<file path="config.mk">
export PLATFORM = sky130hd
export DESIGN_NAME = os_generator
export DESIGN_NICKNAME = d
export VERILOG_FILES = /design/src/rtl/os_generator.sv
export SDC_FILE = /design/constraint.sdc
export NUM_CORES = 1
export LEC_CHECK = 0
export BUFFER_PORTS_ARGS = -buffer_cell sky130_fd_sc_hd__buf_2
export CELL_PAD_IN_SITES_DETAIL_PLACEMENT = 1
export CELL_PAD_IN_SITES_GLOBAL_PLACEMENT = 2
export CORE_MARGIN = 1
export CORE_UTILIZATION = 25
export CTS_CLUSTER_SIZE = 14
export DETAILED_ROUTE_END_ITERATION = 10
export PLACE_DENSITY_LB_ADDON = 0.1
export SETUP_SLACK_MARGIN = 0.15
export SYNTH_ARGS = -nofsm -noshare
export SYNTH_HDL_FRONTEND = slang
export SYNTH_SLANG_ARGS = --single-unit
</file>
<file path="constraint.sdc">
create_clock -name clk -period 3.7 [get_ports clk]
set_clock_uncertainty 0.1 [all_clocks]
set_input_delay 0.185 -clock clk [delete_from_list [all_inputs] [get_ports clk]]
set_output_delay 0.185 -clock clk [all_outputs]
set_load 0.02 [all_outputs]
</file>
<file path="src/rtl/os_generator.sv">
// Transmit-side TS1/TS2 ordered-set generator with valid/ready burst streaming.
// Optional EIEOS insertion after every 32nd TS is enabled by defining OS_GENERATOR_EIEOS_EN.
module os_generator #(
    parameter int unsigned CNT_W = 16
) (
    input  logic             clk,
    input  logic             reset,
    input  logic [3:0]       substate,
    input  logic [7:0]       linkNumber,
    input  logic [7:0]       laneNumber,
    input  logic [7:0]       rateid,
    input  logic             upconfigure_capability,
    input  logic             start,
    input  logic [CNT_W-1:0] count,
    input  logic             stop,
    input  logic             ready,
    output logic [127:0]     orderedset,
    output logic             valid,
    output logic             busy,
    output logic             done,
    output logic [CNT_W-1:0] sent_count
);

    localparam logic [7:0] COM    = 8'hBC;
    localparam logic [7:0] PAD    = 8'hF7;
    localparam logic [7:0] TS1_ID = 8'h2A;
    localparam logic [7:0] TS2_ID = 8'h25;

    typedef enum logic [1:0] {StIdle, StSend, StEieos} state_e;

    function automatic logic [127:0] build_ts(input logic       ts2,
                                              input logic [7:0] link,
                                              input logic [7:0] lane,
                                              input logic [7:0] rate);
        logic [7:0] id;
        id = ts2 ? TS2_ID : TS1_ID;
        return {{10{id}}, 8'h00, rate, 8'h00, lane, link, COM};
    endfunction

    state_e           state_q, state_d;
    logic [127:0]     os_q, os_d;
    logic             valid_q, valid_d;
    logic             busy_q, busy_d;
    logic             done_q, done_d;
    logic [CNT_W-1:0] sent_q, sent_d;
    logic [CNT_W-1:0] cnt_q, cnt_d;

    // Decoded view of the live inputs, only consumed when start is accepted.
    logic             os_ok;
    logic             is_ts2;
    logic             eie_cap;
    logic [7:0]       link_sel;
    logic [7:0]       lane_sel;
    logic [7:0]       rate_sel;
    logic [CNT_W-1:0] sent_inc;
    logic             finish;

`ifdef OS_GENERATOR_EIEOS_EN
    localparam logic [127:0] EIEOS_WORD = {8{16'hFF00}};
    logic       ts2_q, ts2_d;
    logic       eie_q, eie_d;
    logic       last_q, last_d;
    logic [7:0] link_q, link_d;
    logic [7:0] lane_q, lane_d;
    logic [7:0] rate_q, rate_d;
`endif

    always_comb begin
        os_ok    = 1'b0;
        is_ts2   = 1'b0;
        eie_cap  = 1'b0;
        link_sel = PAD;
        lane_sel = PAD;
        case (substate)
            4'd2: begin
                os_ok   = 1'b1;
                eie_cap = 1'b1;
            end
            4'd3: begin
                os_ok  = 1'b1;
                is_ts2 = 1'b1;
            end
            4'd4, 4'd5: begin
                os_ok    = 1'b1;
                eie_cap  = 1'b1;
                link_sel = linkNumber;
            end
            4'd6, 4'd7: begin
                os_ok    = 1'b1;
                eie_cap  = 1'b1;
                link_sel = linkNumber;
                lane_sel = laneNumber;
            end
            4'd8: begin
                os_ok    = 1'b1;
                is_ts2   = 1'b1;
                eie_cap  = 1'b1;
                link_sel = linkNumber;
                lane_sel = laneNumber;
            end
            default: os_ok = 1'b0;
        endcase
        rate_sel = rateid;
        if (is_ts2) rate_sel[6] = upconfigure_capability;
    end

    assign sent_inc = (sent_q == {CNT_W{1'b1}}) ? sent_q : sent_q + CNT_W'(1);
    assign finish   = (cnt_q != '0) && (sent_inc == cnt_q);

    always_comb begin
        state_d = state_q;
        os_d    = os_q;
        valid_d = valid_q;
        busy_d  = busy_q;
        done_d  = 1'b0;
        sent_d  = sent_q;
        cnt_d   = cnt_q;
`ifdef OS_GENERATOR_EIEOS_EN
        ts2_d  = ts2_q;
        eie_d  = eie_q;
        last_d = last_q;
        link_d = link_q;
        lane_d = lane_q;
        rate_d = rate_q;
`endif
        unique case (state_q)
            StIdle: begin
                if (start) begin
                    sent_d = '0;
                    cnt_d  = count;
`ifdef OS_GENERATOR_EIEOS_EN
                    ts2_d  = is_ts2;
                    eie_d  = eie_cap;
                    last_d = 1'b0;
                    link_d = link_sel;
                    lane_d = lane_sel;
                    rate_d = rate_sel;
`endif
                    if (os_ok) begin
                        state_d = StSend;
                        valid_d = 1'b1;
                        busy_d  = 1'b1;
                        os_d    = build_ts(is_ts2, link_sel, lane_sel, rate_sel);
                    end else begin
                        done_d = 1'b1;
                    end
                end
            end
            StSend: begin
                if (ready) sent_d = sent_inc;
                // A stop coinciding with the final transfer still counts it but suppresses done.
                if (stop) begin
                    state_d = StIdle;
                    valid_d = 1'b0;
                    busy_d  = 1'b0;
                    os_d    = '0;
                end else if (ready) begin
`ifdef OS_GENERATOR_EIEOS_EN
                    if (eie_q && (sent_inc[4:0] == 5'd0)) begin
                        state_d = StEieos;
                        os_d    = EIEOS_WORD;
                        last_d  = finish;
                    end else
`endif
                    if (finish) begin
                        state_d = StIdle;
                        valid_d = 1'b0;
                        busy_d  = 1'b0;
                        done_d  = 1'b1;
                        os_d    = '0;
                    end
                end
            end
            StEieos: begin
`ifdef OS_GENERATOR_EIEOS_EN
                if (stop || (ready && last_q)) begin
                    state_d = StIdle;
                    valid_d = 1'b0;
                    busy_d  = 1'b0;
                    done_d  = !stop;
                    os_d    = '0;
                end else if (ready) begin
                    state_d = StSend;
                    os_d    = build_ts(ts2_q, link_q, lane_q, rate_q);
                end
`else
                state_d = StIdle;
                valid_d = 1'b0;
                busy_d  = 1'b0;
                os_d    = '0;
`endif
            end
            default: state_d = StIdle;
        endcase
    end

    always_ff @(posedge clk) begin
        if (!reset) begin
            state_q <= StIdle;
            os_q    <= '0;
            valid_q <= 1'b0;
            busy_q  <= 1'b0;
            done_q  <= 1'b0;
            sent_q  <= '0;
            cnt_q   <= '0;
`ifdef OS_GENERATOR_EIEOS_EN
            ts2_q   <= 1'b0;
            eie_q   <= 1'b0;
            last_q  <= 1'b0;
            link_q  <= '0;
            lane_q  <= '0;
            rate_q  <= '0;
`endif
        end else begin
            state_q <= state_d;
            os_q    <= os_d;
            valid_q <= valid_d;
            busy_q  <= busy_d;
            done_q  <= done_d;
            sent_q  <= sent_d;
            cnt_q   <= cnt_d;
`ifdef OS_GENERATOR_EIEOS_EN
            ts2_q   <= ts2_d;
            eie_q   <= eie_d;
            last_q  <= last_d;
            link_q  <= link_d;
            lane_q  <= lane_d;
            rate_q  <= rate_d;
`endif
        end
    end

    assign orderedset = os_q;
    assign valid      = valid_q;
    assign busy       = busy_q;
    assign done       = done_q;
    assign sent_count = sent_q;

endmodule
</file>
==> results of run 1 <==
-- synth_stat cells, types with 2 or more instances --
| cell type | instances |
|---|---|
| and4_1 | 3 |
| clkbuf_1 | 12 |
| nand2b_1 | 4 |
| nor4_4 | 3 |
| nor4_2 | 3 |
| xnor2_1 | 11 |
| buf_2 | 8 |
| and2_1 | 2 |
| o21ai_1 | 2 |
| buf_4 | 103 |
| buf_8 | 2 |
| o21ai_0 | 34 |
| mux2i_1 | 5 |
| o21ai_2 | 20 |
| nand3b_1 | 3 |
| nor2_1 | 33 |
| nand4_1 | 10 |
| a22oi_1 | 5 |
| a21oi_1 | 30 |
| nor2b_1 | 5 |
| nor4_1 | 11 |
| xor2_1 | 6 |
| a311oi_1 | 3 |
| dfxtp_1 | 60 |
| nor3_2 | 2 |
| nand3_1 | 13 |
| o31ai_1 | 2 |
| and3_1 | 6 |
| nand2_1 | 67 |
| nor3_1 | 12 |
| inv_1 | 29 |
| nor4b_1 | 2 |
| a211oi_1 | 2 |
-- worst min-delay path by stage --
stage	from	to	slack, ns	cells after the start
finish	count[14]	cnt_q[14]$_SDFFE_PN0P_	0.005	3
global route	count[14]	cnt_q[14]$_SDFFE_PN0P_	0.01	3
CTS	count[14]	cnt_q[14]$_SDFFE_PN0P_	0.004	3
detailed placement	rateid[7]	orderedset[39]$_SDFFE_PN0P_	0.29	3
global placement	rateid[7]	orderedset[39]$_SDFFE_PN0P_	0.29	3
floorplan	rateid[0]	orderedset[32]$_SDFFE_PN0P_	0.20	2
-- what timing repair did --
item	CTS	global route
setup endpoints to repair	0	3
hold buffers	28	0
hold endpoints to repair	28	0
gates resized for setup	0	2
setup buffers	0	0
-- report_power, final --
part	total, µW	switching [µW]	internal (µW)
Combinational	395	258	138
Clock	813	306	507
Sequential	714	36.3	678
-- worst max-delay path, cell delays in order, from the launching register on --
cell and delay [ns]:
dfxtp_1 0.47, ha_1 0.39, nand4_1 0.21, nor4_4 0.42
mux2_1 0.41, o21ba_1 0.23, o2111ai_1 0.17, nor4_4 0.34
a31o_4 0.35, o21ai_0 0.10
-- logic make-up (layout without fill, tap and decap cells) --
group,Yosys count,after routing,synth area share [%]
xor gates and xnor gates,17,17,3.498
AOI/OAI and AO/OA,116,117,18.20
and+or+nand+nor,189,189,24.57
other,1,49,0.08810
buffers and inverters,154,235,23.43
DFF,60,60,28.22
muxes,7,7,1.705
adders and majority gates,1,1,0.2939
-- per-stage QoR --
stage          utilization [%]  instance area, µm²  setup WS (ns)  hold WS [ns]  instances
2_1_floorplan                -                4437         0.7533        0.1976        593
5_1_grt                  31.77                5269         0.2070       0.01226        895
6_report                 31.77                5269         0.3767      0.005106        895
4_1_cts                  31.61                5243         0.2991      0.004353        894
3_5_place_dp             28.17                4672         0.3186        0.2873        850
3_3_place_gp             28.17                4672         0.4380        0.2878        850
-- per-layer routing --
metal | track usage [%] | share of wire [%]
met5 | 0 | 0
met4 | 4.853 | 1.2
met3 | 3.602 | 4.2
met2 | 26.78 | 48
met1 | 19.42 | 46
-- registers in the layout, summed over array words and instances (netlist names) --
signal      flops
cnt_q          16
orderedset     27
sent_count     16
done            1
-- area by class of cell --
class	count	area, µm²
clock inverter	3	20.02
timing repair buffer	190	1129
tap	220	275.3
sequential	60	1201
multi-input combinational	380	2265
fill	2094	11310
inverter	29	108.9
clock buffer	13	270.3
==> flow_summary.toml, run 1 <==
[synth]
syn_inst = 545
ys_seq_elements = 60
synth-main-ff-cell = "dfxtp_1"
yosys.area.top_type = "dfxtp_1"
ys_seq_area_share_pct = 28.22
synth_edf_count = 0
synth_cell_type_count = 65
netlist.area_leader.share_pct = 28.22
ys_warn_count = 0
synthTopCellsByArea = "dfxtp_1 (28%), buf_4 (18%), nand2_1 (5.9%)"
postSynthAreaPerCell_um2 = 7.810
synthArstFlopShare_pct = 0
synth_area_um2 = 4257

[finish]
nNetsFinal = 721
final_cell_mix = "buf_2 (147), nand2_1 (67), dfxtp_1 (60), conb_1 (49), o21ai_0 (34)"
final_common_cell = "buf_2"
antenna_cells = 0
area_growth_pct = 23.78
layout-drive-gt1-share_pct = 32.15

[run_status]
status = "finished clean"

[global_route]
grt_pass1_vias = 3907
grt_max_degree = 30
grt_pass1_wl_mm = 21.48
antenna_found_initial = 0
grtUsageTotal_pct = 15.66
grt.overflow.total = 0

[setup_path]
reg2reg_depth = 9
cp-start-kind = "flop"
reg2reg_slack_ns = 0.38
worstReg2RegStart = "sent_count[1]$_SDFFE_PN0P_"
worstReg2RegEnd = "orderedset[21]$_SDFFE_PN0P_"
startpoint = "sent_count[1]$_SDFFE_PN0P_"
critical_path_arrival_ns = 3.44
required_ns = 3.82
setup.worst_path.end = "orderedset[21]$_SDFFE_PN0P_"
critical_path_class = "flop to flop"
path_max_fanout = 12
cp-end-kind = "flop"

[route]
drt-initial-drc-count = 151
drc = 0
drt-vias-per-instance = 4.432
avgRoutedWirePerCell_um = 15.77
ant_nets = 0
firstDrtPassIters = 4
drt-total-wl_mm = 14.12
vias = 3967

[sta]
rsz0062_at_grt = "no"
worst_pin_slew_ns = 0.6770
hold_viol = 0
max_slew_margin_pct = 54.87
setup_viol = 0
timing.fmax_mhz = 300.9
report.final.slew_viol_count = 0
fin_crit_ns = 3.323
fin_crit_sh_pct = 89.82
setup_tns_ns = 0

[clock_network]
path_clk_slew_ns = 0.05
cts_htree_levels = 3
clk_latency_ns = 0.34
clockBufferDepth = 2
cts_num_sinks = 60
tritoncts = "done"
cts-root-buf = "clkbuf_16"
cts_buffers = 9

[floorplanning]
coreArea_um2 = 16580
die_h_um = 132.5
die-area_um2 = 17550
ioPinCount = 197
fp-row-count = 47
die_width_um = 132.5
initial_core_util_pct = 25.67

[power]
power.static_leakage_uw = 0.002358
power.density_nw_per_um2 = 364.8
vdd_drop_max_v = 0.0002089
total_power_uw = 1922

[place]
port_buffers = 147
hpwl_mm = 10.78
place.gp.congestion = 0.8331

[hold_path]
hold_class = "input port to flop"

[flow_run]
cap_violations = 0
Note: power is estimated with default switching activity, not from simulation.
==> run 2: changes to the inputs <==
Clock period 3.7 ns to 3.8 ns, I/O delays scaled along.
==> run 2 against run 1 <==
Combinational power fell by 6.1%. Power rose by 0.11%. Largest cell class unchanged. Setup slack improved by 0.074 ns. Flip-flop and latch count did not move. Sequential power fell by 3%. Critical endpoint is now orderedset[20]$_SDFFE_PN0P_. Worst hold slack improved by 0.0029 ns.
==> flow_summary.toml, run 2 (synthesis gave the netlist of run 1 again) <==
[finish]
layout-drive-gt1-share_pct = 32.02
seqCellArea_um2 = 1201
area_growth_pct = 21.13
utilization_pct = 31.09
multi_input_area_um2 = 2238
fill_cells = 2079
final_cell_mix = "buf_2 (147), nand2_1 (67), dfxtp_1 (60), conb_1 (49), o21ai_0 (34)"
stdcell_area_um2 = 5156
largest_reg_flops = 27
nNetsFinal = 708
antenna_cells = 0
final_common_cell = "buf_2"

[run_status]
status = "finished clean"

[floorplanning]
fp-row-count = 47
ioPinCount = 197
initial_core_util_pct = 25.67
die-area_um2 = 17550
coreArea_um2 = 16580
die_width_um = 132.5
die_h_um = 132.5

[setup_path]
critical_path_arrival_ns = 3.45
path_max_fanout = 23
worstReg2RegEnd = "orderedset[20]$_SDFFE_PN0P_"
startpoint = "sent_count[1]$_SDFFE_PN0P_"
required_ns = 3.90
critical_path_class = "flop to flop"
setup.worst_path.end = "orderedset[20]$_SDFFE_PN0P_"
cp-start-kind = "flop"
cp-end-kind = "flop"
reg2reg_slack_ns = 0.45
reg2reg_depth = 9
worstReg2RegStart = "sent_count[1]$_SDFFE_PN0P_"

[route]
drt-initial-drc-count = 148
drt-total-wl_mm = 13.85
drt-vias-per-instance = 4.449
ant_nets = 0
firstDrtPassIters = 4
drc = 0
vias = 3924
avgRoutedWirePerCell_um = 15.70

[clock_network]
clk_latency_ns = 0.33
cts_buffers = 9
hold_buffers = 20
cts-root-buf = "clkbuf_16"
path_clk_slew_ns = 0.05
cts-resized-gates = 0
postCtsSetupBuffers = 0
tritoncts = "done"
clockBufferDepth = 2
cts_num_sinks = 60
cts_htree_levels = 3

[flow_run]
cap_violations = 0

[sta]
report.final.slew_viol_count = 0
hold_viol = 0
worst_pin_slew_ns = 0.6233
whs_ns = 0.008031
fin_crit_ns = 3.349
rsz0062_at_grt = "no"
setup_ws_ns = 0.4506
setup_viol = 0
timing.fmax_mhz = 298.6
setup_tns_ns = 0
max_slew_margin_pct = 57.86
fin_crit_sh_pct = 88.14

[global_route]
antenna_found_initial = 0
grt_pass1_wl_mm = 21.45
grt.overflow.total = 0
grt_pass1_vias = 3844
grtUsageTotal_pct = 15.64
grt_max_degree = 30

[power]
power.static_leakage_uw = 0.002318
vdd_drop_max_v = 0.0001917
power.density_nw_per_um2 = 373.1

[place]
port_buffers = 147
hpwl_mm = 10.76
place.gp.congestion = 0.8311
dpl_cell_area_um2 = 4642
place_ws_ns = 0.4290

[hold_path]
hold_class = "input port to flop"
## run 2: cell count changes in the layout (fill, tap and decap cells not counted), sizes merged
cell	before	now
clkinvlp	2	0
dlygate4sd3	28	20
clkinv	1	2
bufinv	0	1
a31o	2	1
buf	162	158
## run 2: how the worst min path moves through the flow
stage	startpoint	slack, ns	cells past startpoint	endpoint
final	count[14]	0.008	3	cnt_q[14]$_SDFFE_PN0P_
after global routing	count[13]	0.02	3	cnt_q[13]$_SDFFE_PN0P_
after CTS	count[13]	0.002	3	cnt_q[13]$_SDFFE_PN0P_
after detailed placement	rateid[5]	0.29	3	orderedset[37]$_SDFFE_PN0P_
after global placement	rateid[1]	0.29	3	orderedset[33]$_SDFFE_PN0P_
after floorplan	rateid[0]	0.20	2	orderedset[32]$_SDFFE_PN0P_
## run 2: cell type report
| type | count | area share (%) |
|---|---|---|
| Multi-Input combinational cell | 379 | 43.41 |
| Clock inverter | 3 | 0.8493 |
| Timing Repair Buffer | 178 | 19.75 |
| Inverter | 29 | 2.111 |
| Tap cell | 220 | 5.339 |
| Clock buffer | 13 | 5.241 |
| Sequential cell | 60 | 23.30 |
## run 2: critical path, stage by stage, from the launching register on
cell	delay, ns
dfxtp_1	0.48
ha_1	0.38
nand4_1	0.20
nor4_4	0.41
mux2_1	0.41
o21ba_1	0.24
o2111ai_1	0.12
nor4_2	0.27
a31o_4	0.47
o21ai_0	0.12
## run 2: through the flow
stage	cells	power (µW)
CTS	882	1962
global placement	846	1065
floorplan	593	1030
global route	882	2020
finish	882	1924
detailed placement	846	1068
## run 2: where the power goes
group          leakage, µW  switching [µW]  internal, µW  total, µW
registers         0.000490            36.1           660        696
clock network     0.000156             296           561        857
logic              0.00167             245           126        371
## run 2: metal layers
layer | vias up | wire (µm) | GRT usage, %
li1 | 1951 | - | -
met1 | 1851 | 6391 | 20.03
met2 | 107 | 6588 | 26.02
met3 | 15 | 645 | 3.755
met4 | 0 | 224 | 4.470
met5 | - | 0 | 0
